--- src/rtl/mptw_issue_stage.sv ---
// rtl/mptw_issue_stage.sv - MPT walker front-end issuer with credits, in-order response FIFO and BARE bypass
//
// mptw_issue_pkg: MMPT register layout, walker transaction format and fault codes.
//
// mptw_issue_stage ports:
//   clk_i, rst_ni                   clock, asynchronous active-low reset
//   req_valid_i/req_ready_o         client check request handshake
//   req_spa_i, req_access_i         address to check and access type (0 R, 1 W, 2 X, 3 reserved)
//   mmpt_i                          live MMPT CSR value, snapshotted on acceptance
//   issue_master_valid_o/ready_i    transaction handshake toward the fetch stage
//   issue_master_wdata_o            packed mptw_transaction_t {mmpt, spa, access}
//   rsp_valid_i, rsp_allow_i,
//   rsp_fault_i                     completion from the pipeline tail (no backpressure)
//   resp_valid_o/resp_ready_i       client response handshake
//   resp_allow_o, resp_fault_o      response verdict and fault cause
//   busy_o                          checks outstanding or FSM not idle
//   error_o                         sticky spurious-completion flag

package mptw_issue_pkg;

    typedef enum logic [3:0] {
        BARE_MODE    = 4'd0,
        SMMPT34_MODE = 4'd1,
        SMMPT43_MODE = 4'd2,
        SMMPT52_MODE = 4'd3,
        SMMPT64_MODE = 4'd4
    } mmpt_mode_e;

    typedef struct packed {
        logic [3:0]  mode;
        logic [1:0]  rsvd_hi;
        logic [5:0]  sdid;
        logic [7:0]  rsvd_lo;
        logic [43:0] ppn;
    } mmpt_reg_t;

    typedef enum logic [2:0] {
        NO_ERROR           = 3'd0,
        MPTE_L3_INVALID    = 3'd1,
        MPTE_L2_INVALID    = 3'd2,
        MPTE_L1_INVALID    = 3'd3,
        MPTE_INVALID       = 3'd4,
        MPT_ILLEGAL_ACCESS = 3'd5,
        MPT_MODE_INVALID   = 3'd6,
        MPT_ACCESS_FAULT   = 3'd7
    } page_format_fault_e;

    // Physical addresses are at most 56 bits, so 62 bits of spa are carried;
    // this keeps the whole transaction at 128 bits.
    typedef struct packed {
        mmpt_reg_t  mmpt;
        logic [61:0] spa;
        logic [1:0]  access;
    } mptw_transaction_t;

endpackage

module mptw_issue_stage
    import mptw_issue_pkg::*;
#(
    parameter int PIPELINE_MASTER_DATA_WIDTH = 128,
    parameter int MAX_OUTSTANDING            = 4
) (
    input  logic                                  clk_i,
    input  logic                                  rst_ni,
    input  logic                                  req_valid_i,
    output logic                                  req_ready_o,
    input  logic [63:0]                           req_spa_i,
    input  logic [1:0]                            req_access_i,
    input  logic [63:0]                           mmpt_i,
    output logic                                  issue_master_valid_o,
    input  logic                                  issue_master_ready_i,
    output logic [PIPELINE_MASTER_DATA_WIDTH-1:0] issue_master_wdata_o,
    input  logic                                  rsp_valid_i,
    input  logic                                  rsp_allow_i,
    input  logic [2:0]                            rsp_fault_i,
    output logic                                  resp_valid_o,
    input  logic                                  resp_ready_i,
    output logic                                  resp_allow_o,
    output logic [2:0]                            resp_fault_o,
    output logic                                  busy_o,
    output logic                                  error_o
);

    localparam int CW = $clog2(MAX_OUTSTANDING + 1);
    localparam int AW = $clog2(MAX_OUTSTANDING);
    localparam logic [CW-1:0] CREDIT_MAX = CW'(MAX_OUTSTANDING);

    typedef enum logic [1:0] {
        S_IDLE   = 2'd0,
        S_SEND   = 2'd1,
        S_BYPASS = 2'd2
    } state_e;

    state_e            state_q, state_d;
    logic [CW-1:0]     credits_q;
    logic [CW-1:0]     fifo_count_q;
    logic [AW-1:0]     wr_ptr_q, rd_ptr_q;
    logic [3:0]        fifo_mem [MAX_OUTSTANDING];
    mptw_transaction_t txn_q;
    logic              error_q;

    mmpt_reg_t         mmpt_in;
    logic              is_bare;
    logic              accept;
    logic              fifo_empty;
    logic              resp_hs;
    logic              in_bypass;
    logic              bypass_push;
    logic [CW-1:0]     awaiting;
    logic              rsp_ok;
    logic              spurious;
    logic              push;
    logic [3:0]        push_data;
    logic [3:0]        head;
    logic [1:0]        spa_hi_unused;

    assign mmpt_in       = mmpt_i;
    assign spa_hi_unused = req_spa_i[63:62];
    assign is_bare       = (mmpt_in.mode == BARE_MODE);

    // BARE answers jump the pipeline, so they wait until nothing is in flight
    // to keep responses in request order.
    assign req_ready_o = (state_q == S_IDLE) && (credits_q < CREDIT_MAX)
                         && (!is_bare || (credits_q == '0));
    assign accept      = req_valid_i && req_ready_o;

    assign fifo_empty  = (fifo_count_q == '0);
    assign resp_hs     = !fifo_empty && resp_ready_i;
    assign in_bypass   = (state_q == S_BYPASS);

    // Pipeline checks still owed a result: credits minus what is already queued,
    // minus the credit held by a BARE request that never entered the pipeline.
    assign awaiting  = credits_q - fifo_count_q - CW'(in_bypass);
    assign rsp_ok    = rsp_valid_i && (awaiting != '0);
    assign spurious  = rsp_valid_i && (awaiting == '0);

    // In BYPASS every credit is the bypass itself, so rsp_ok cannot coincide.
    assign push      = bypass_push || rsp_ok;
    assign push_data = bypass_push ? {1'b1, NO_ERROR} : {rsp_allow_i, rsp_fault_i};

    assign head         = fifo_mem[rd_ptr_q];
    assign resp_valid_o = !fifo_empty;
    assign resp_allow_o = !fifo_empty && head[3];
    assign resp_fault_o = fifo_empty ? 3'd0 : head[2:0];

    assign issue_master_wdata_o = txn_q;
    assign busy_o               = (credits_q != '0) || (state_q != S_IDLE);
    assign error_o              = error_q;

    always_ff @(posedge clk_i or negedge rst_ni) begin
        if (!rst_ni) begin
            state_q <= S_IDLE;
        end else begin
            state_q <= state_d;
        end
    end

    always_comb begin
        state_d              = state_q;
        issue_master_valid_o = 1'b0;
        bypass_push          = 1'b0;
        case (state_q)
            S_IDLE: begin
                if (accept) begin
                    state_d = is_bare ? S_BYPASS : S_SEND;
                end
            end
            S_SEND: begin
                issue_master_valid_o = 1'b1;
                if (issue_master_ready_i) begin
                    state_d = S_IDLE;
                end
            end
            S_BYPASS: begin
                bypass_push = 1'b1;
                state_d     = S_IDLE;
            end
            default: begin
                state_d = S_IDLE;
            end
        endcase
    end

    // Issue register only loads in IDLE, so it is stable for the whole of SEND.
    always_ff @(posedge clk_i or negedge rst_ni) begin
        if (!rst_ni) begin
            txn_q <= '0;
        end else if (accept) begin
            txn_q <= {mmpt_in, req_spa_i[61:0], req_access_i};
        end
    end

    always_ff @(posedge clk_i or negedge rst_ni) begin
        if (!rst_ni) begin
            credits_q <= '0;
        end else begin
            case ({accept, resp_hs})
                2'b10:   credits_q <= credits_q + CW'(1);
                2'b01:   credits_q <= credits_q - CW'(1);
                default: credits_q <= credits_q;
            endcase
        end
    end

    always_ff @(posedge clk_i or negedge rst_ni) begin
        if (!rst_ni) begin
            fifo_count_q <= '0;
            wr_ptr_q     <= '0;
            rd_ptr_q     <= '0;
        end else begin
            if (push) begin
                wr_ptr_q <= wr_ptr_q + AW'(1);
            end
            if (resp_hs) begin
                rd_ptr_q <= rd_ptr_q + AW'(1);
            end
            case ({push, resp_hs})
                2'b10:   fifo_count_q <= fifo_count_q + CW'(1);
                2'b01:   fifo_count_q <= fifo_count_q - CW'(1);
                default: fifo_count_q <= fifo_count_q;
            endcase
        end
    end

    always_ff @(posedge clk_i) begin
        if (push) begin
            fifo_mem[wr_ptr_q] <= push_data;
        end
    end

    always_ff @(posedge clk_i or negedge rst_ni) begin
        if (!rst_ni) begin
            error_q <= 1'b0;
        end else if (spurious) begin
            error_q <= 1'b1;
        end
    end

endmodule

--- config.mk ---
export PLATFORM = sky130hd
export DESIGN_NAME = mptw_issue_stage
export DESIGN_NICKNAME = d
export VERILOG_FILES = /design/src/rtl/mptw_issue_stage.sv
export SDC_FILE = /design/constraint.sdc
export NUM_CORES = 1
export LEC_CHECK = 0
export ABC_AREA = 1
export ABC_CLOCK_PERIOD_IN_PS = 4500
export CAP_MARGIN = 0
export CORE_MARGIN = 2
export CORE_UTILIZATION = 44
export DETAILED_ROUTE_END_ITERATION = 10
export PLACE_DENSITY = 0.81
export SYNTH_ARGS = -nofsm -noshare
export SYNTH_HDL_FRONTEND = slang
export SYNTH_SLANG_ARGS = --single-unit
--- constraint.sdc ---
create_clock -name clk_i -period 4.5 [get_ports clk_i]
set_input_delay 0.9 -clock clk_i [delete_from_list [all_inputs] [get_ports clk_i]]
set_output_delay 0.9 -clock clk_i [all_outputs]
set_load 0.01 [all_outputs]
# After elaboration in Yosys (flattened, before gate mapping)
# Memory sizes are Yosys's and may differ from the RTL's.
# Index checks and enable logic that the tools add are counted.
[totals]
register_bits = 141
ram_bits = 16
input_bits = 140
out_inout_bits = 137
elab_cells = 66
memories = 1
[op_classes]
n_addsub = 8
n_lt_le_gt_ge = 1
n_eq_ne = 8
n_mux = 12
reduce_logical = 23
[mem_list]
columns = ["name", "depth", "word_bits", "read_ports", "rd_ports_with_merged_regs", "write_ports", "line", "source"]
rows = [
  ["fifo_mem", 4, 4, 1, 0, 1, "99", "logic [3:0] fifo_mem [MAX_OUTSTANDING];"],
]
[ops]
columns = ["op", "count"]
rows = [
  ["case mux 3 bit (2 select lines)", 2],
  ["logical NOT 3 bit", 3],
  ["logical AND 1 bit", 7],
  ["adder 3 x 1 -> 3 bit, second input constant", 2],
  ["equality test 2 x 1 -> 1 bit, second input constant", 3],
  ["equality test 2 bit, second input constant", 3],
  ["2-to-1 mux 2 bit", 3],
  ["nonzero test 2 bit", 3],
  ["nonzero test 3 bit", 2],
  ["subtractor 3 x 1 -> 3 bit, second input constant", 2],
  ["adder 2 x 1 -> 2 bit, second input constant", 2],
  ["logical NOT 4 bit", 1],
  ["2-to-1 mux 1 bit", 4],
  ["2-to-1 mux 4 bit", 1],
  ["!= test 2 bit, second input constant", 2],
  ["case mux 2 bit (2 select lines)", 1],
  ["logical OR 1 bit", 3],
  ["< comparator 3 bit, second input constant", 1],
  ["2-to-1 mux 3 bit", 1],
  ["subtractor 3 x 1 -> 3 bit", 1],
  ["subtractor 3 bit", 1],
  ["logical NOT 1 bit", 2],
  ["logical NOT 2 bit", 1],
  ["AND reduction 2 bit", 1],
]

# Depth between registers and ports, before layout
[depth]
depth_word = 7
depth_mapped = 21
depth_no_buf = 21

# Least setup slack after synthesis
# OpenSTA, ideal clock, no wires.
[synth_path]
path_type = "register to register"
from = "reg state_q[1]"
to = "reg fifo_count_q[2]"
arrival_time_ns = 3.559
required_ns = 4.369
slack_ns = 0.810
stages_incl_launch_ff = 22
n_path_buf = 0
synth_period_minus_slack_ns = 3.690
cell_sequence = "dfrtp_1 -> inv_1 -> nor2_1 -> inv_1 -> fa_1 -> inv_1 -> ha_1 -> or2_2 -> fa_1 -> inv_1 -> nand2_1 -> nor2_1 -> nand2_1 -> nand2_1 -> nand2_1 -> inv_1 -> ha_1 -> inv_1 -> fa_1 -> a21oi_1 -> o21ai_0 -> xor2_1"
[synth_between]
elab_chain_len = 7
word_cells_on_any_way = 10
cone_classes = "add/sub (1); eq/ne (3); mux (2); reduce/logical (4)"
[synth_lines]
columns = ["element", "line", "source"]
rows = [
  ["from (decl)", "95", "state_e state_q, state_d;"],
  ["from (signal assigned)", "155", "state_q <= state_d;"],
  ["equality test 2 bit (*)", "130, 163", ""],
  ["subtractor 3 x 1 -> 3 bit", "134", "assign awaiting = credits_q - fifo_count_q - CW'(in_bypass);"],
  ["nonzero test 3 bit", "135", "assign rsp_ok = rsp_valid_i && (awaiting != '0);"],
  ["logical AND 1 bit", "135", ""],
  ["logical OR 1 bit (*)", "139", "assign push = bypass_push || rsp_ok;"],
  ["equality test 2 x 1 -> 1 bit / equality test 2 bit (equally long branches)", "218", "case ({push, resp_hs})"],
  ["case mux 3 bit (2 select lines) / nonzero test 2 bit (equally long branches)", "-", ""],
  ["to (signal assigned)", "219", "2'b10: fifo_count_q <= fifo_count_q + CW'(1);"],
  ["to (signal assigned)", "220", "2'b01: fifo_count_q <= fifo_count_q - CW'(1);"],
  ["to (signal assigned)", "221", "default: fifo_count_q <= fifo_count_q;"],
  ["to (decl)", "97", "logic [CW-1:0] fifo_count_q;"],
]
# Mark *: on every way between the ends. The rest lies on a longest branch, timed or not.
# A chain may end at the register's enable or synchronous reset.

# Final worst setup path
# Same ends and word-level chain as after synthesis.

==> run_results.csv <==
group,metric,value,unit
global_route,busiest_layer,"met2",
route,postRouteAntennaNets,0,
worst_setup_path,end_kind,"flip-flop",
logic_synthesis,synth_edf_count,16,
global_route,grt.met1_usage,0.226,
logic_synthesis,yosysSeqAreaShare,0.579,
timing,finalSetupTns,0,ps
route,viasPerCell,4.45,
worst_hold_path,min_from,"fifo_count_q[0]",
timing,max_slew_margin,0.145,
worst_setup_path,worst-setup-path-type,"reg2reg",
floorplanning,rows,45,
clocking,post_cts_resized,0,
flow_run,maxCapViolations,0,
logic_synthesis,ys_top_cells_by_count,"156 x inv_1, 147 x nand2_1, 141 x dfrtp_1",
timing,clock_skew,8.42,ps
timing,timing.fmax,0.249,GHz
cells_and_area,fillerInstances,1203,
status,status,"complete, no violations",
worst_hold_path,hp-class,"reg2reg",
global_route,antenna_found_initial,0,
cells_and_area,antennaDiodeCount,0,
timing,hold_viol_final,0,
clocking,cts.sink_count,157,
logic_synthesis,synth_cell_type_count,24,
cells_and_area,multi_input_area,2040,sq um
global_route,grt_pass1_wl,25400,um
logic_synthesis,synth_area,6920,sq um
floorplanning,start_util,0.453,
worst_setup_path,start_kind,"flip-flop",
worst_setup_path,critical_path_arrival,4310,ps
clocking,cts_tree,"done",
logic_synthesis,synth-seq-cells,157,
global_route,grtUsageTotal,0.198,
global_route,overflow,0,
floorplanning,io_pins,277,
worst_setup_path,cp_max_fo,5,
floorplanning,die_x,129,um
placed_design,io_buffers,274,
power,power.total,6970,uW
power,power_density,680,nW/um^2
clocking,cts_setup_buffers,0,
worst_setup_path,critPathRequiredTime,4790,ps
cells_and_area,layout-drive-gt1-share,0.126,
timing,final_max_slew_viol_count,0,
route,first_pass_iters,4,
logic_synthesis,yosys_warnings,0,
clocking,insertion_delay,420,ps
logic_synthesis,synthFlopType,"dfrtp_1",
timing,tightest_slew,1280,ps
worst_setup_path,cp_slowest_cell,"fa_1",
global_route,grt_pass1_vias,5051,
timing,finalSetupViolations,0,
worst_setup_path,slowest_delay,530,ps
cells_and_area,area_growth,48.1,%
clocking,cts-root-buf,"clkbuf_16",
floorplanning,die_area,16700,sq um
floorplanning,core,15300,sq um
worst_setup_path,reg2reg_from,"state_q[1]",
logic_synthesis,syn_area_per_cell,9.85,sq um
power,vdd_drop_max,0.000389,V
worst_setup_path,cpMostUsedCell,"inv_1",
power,p_leak,0.00494,uW
logic_synthesis,synth_top_area_cell,"dfrtp_1",
timing,period_needed,4020,ps
clocking,clkTransAtPathRegs,60,ps
logic_synthesis,synth_area_leaders,"dfrtp_1 51%, o21ai_2 10%, inv_1 8.5%",
route,wl_per_cell,13.7,um
cells_and_area,seqCellArea,4010,sq um
placed_design,finalWeightedCongestion,0.785,
logic_synthesis,syn_inst,702,
route,vias,5306,
route,drcViolationCount,0,
route,first_iter_violations,232,
global_route,grt_max_degree,259,
global_route,use_met3,0.0851,
logic_synthesis,syn-num-nets,854,
route,drt-total-wl,16300,um
placed_design,dp_hpwl,11800,um
clocking,hold_buffers,0,
worst_setup_path,cp-startpoint,"state_q[1]",
logic_synthesis,async_flop_share,0.898,
timing,rsz0062_at_grt,"no",
timing,fin_crit_sh,0.893,
floorplanning,die_h,129,um
worst_setup_path,cp_cell_sequence,"inv_1, nor2_1, inv_1, fa_1, inv_1, ha_1, or2_2, fa_1, inv_1, nand2_1, nor2_1, nand2_1, nand2_1, nand2_1, inv_1, ha_1, inv_1, fa_1, a21oi_1, o21ai_0, xor2_1",
clocking,htreeDepth,4,
global_route,use_met2,0.332,
timing,holdWs,474,ps
cells_and_area,postLayoutCoreUtil,0.672,
logic_synthesis,yosysMostFrequentCell,"inv_1",
cells_and_area,final_nets,1121,
clocking,clock_path_buffers,2,
logic_synthesis,yosysTopAreaCellShare,0.510,
clocking,cts_buffers,17,
worst paths after layout:
| check | depth (start not counted) | slack [ps] | end |
|---|---|---|---|
| max | 21 | 480 | fifo_count_q[2] |
| min | 1 | 470 | fifo_count_q[0] |
| max reg2reg | 21 | 480 | fifo_count_q[2] |
| min reg2reg | 1 | 470 | fifo_count_q[0] |
| max in group asynchronous | 2 | 3020 | issue_master_wdata_o[116] |
| min in group asynchronous | 1 | 510 | issue_master_wdata_o[110] |
cells in the final DEF, fill, tap and decap left out, drive strengths merged, types with 4 or more instances in the layout:
| master | count |
|---|---|
| a21oi | 6 |
| edfxtp | 16 |
| nand2 | 147 |
| o21ai | 142 |
| clkinvlp | 5 |
| fa | 4 |
| dfrtp | 141 |
| clkdlybuf4s50 | 273 |
| buf | 4 |
| ha | 8 |
| inv | 160 |
| nor2 | 32 |
| nand3 | 9 |
| clkbuf | 21 |
where the power goes:
group / internal [uW] / switching (uW) / total, uW / leakage [uW]
combinational: 1650 / 1530 / 3180 / 0.00278
sequential: 2080 / 359 / 2440 / 0.00189
clock: 768 / 582 / 1350 / 0.000265
total: 4500 / 2470 / 6970 / 0.00494
registers in the layout (all words and copies together), names as in the netlist:
name                  flops
issue_master_wdata_o    128
fifo_mem                 16
credits_q                 3
fifo_count_q              3
rd_ptr_q                  2
state_q                   2
wr_ptr_q                  2
error_o                   1
cells by family (layout without fill, tap and decap cells):
family,Yosys count,after routing,synth area share
flip-flops,157,157,0.579
AND/OR/NAND/NOR,193,193,0.110
AO/OA/AOI/OAI,149,149,0.152
adder cells (fa/ha/maj),12,12,0.0260
XOR/XNOR,5,5,0.00633
buffers and inverters,186,466,0.126
stage by stage:
step	setup WS [ps]	std cells	instance area, sq um
global placement	558	1161	9690
floorplan	810	702	6920
detailed placement	480	1161	9690
finish	481	1193	10200
global route	147	1193	10200
CTS	472	1193	10200
area by class of cell:
| class | count | share of cell area |
|---|---|---|
| Inverter | 157 | 0.0575 |
| Timing Repair Buffer | 277 | 0.271 |
| Sequential cell | 157 | 0.391 |
| Clock inverter | 11 | 0.00806 |
| Multi-Input combinational cell | 359 | 0.199 |
| Tap cell | 211 | 0.0258 |
| Clock buffer | 21 | 0.0469 |
metal layers:
layer	vias to the layer above	wire [um]
li1	2659	-
met1	2438	6190
met2	188	8250
met3	21	1590
met4	0	286
met5	-	0
critical path: cells and delay by family (launching register included):
| family | cells | cell delay, ps |
|---|---|---|
| adder cells (fa/ha/maj) | 5 | 1660 |
| AO/OA/AOI/OAI | 2 | 240 |
| AND/OR/NAND/NOR | 7 | 970 |
| flip-flops | 1 | 350 |
| XOR/XNOR | 1 | 150 |
| buffers and inverters | 6 | 520 |
Power figures use the tool's default switching activity.
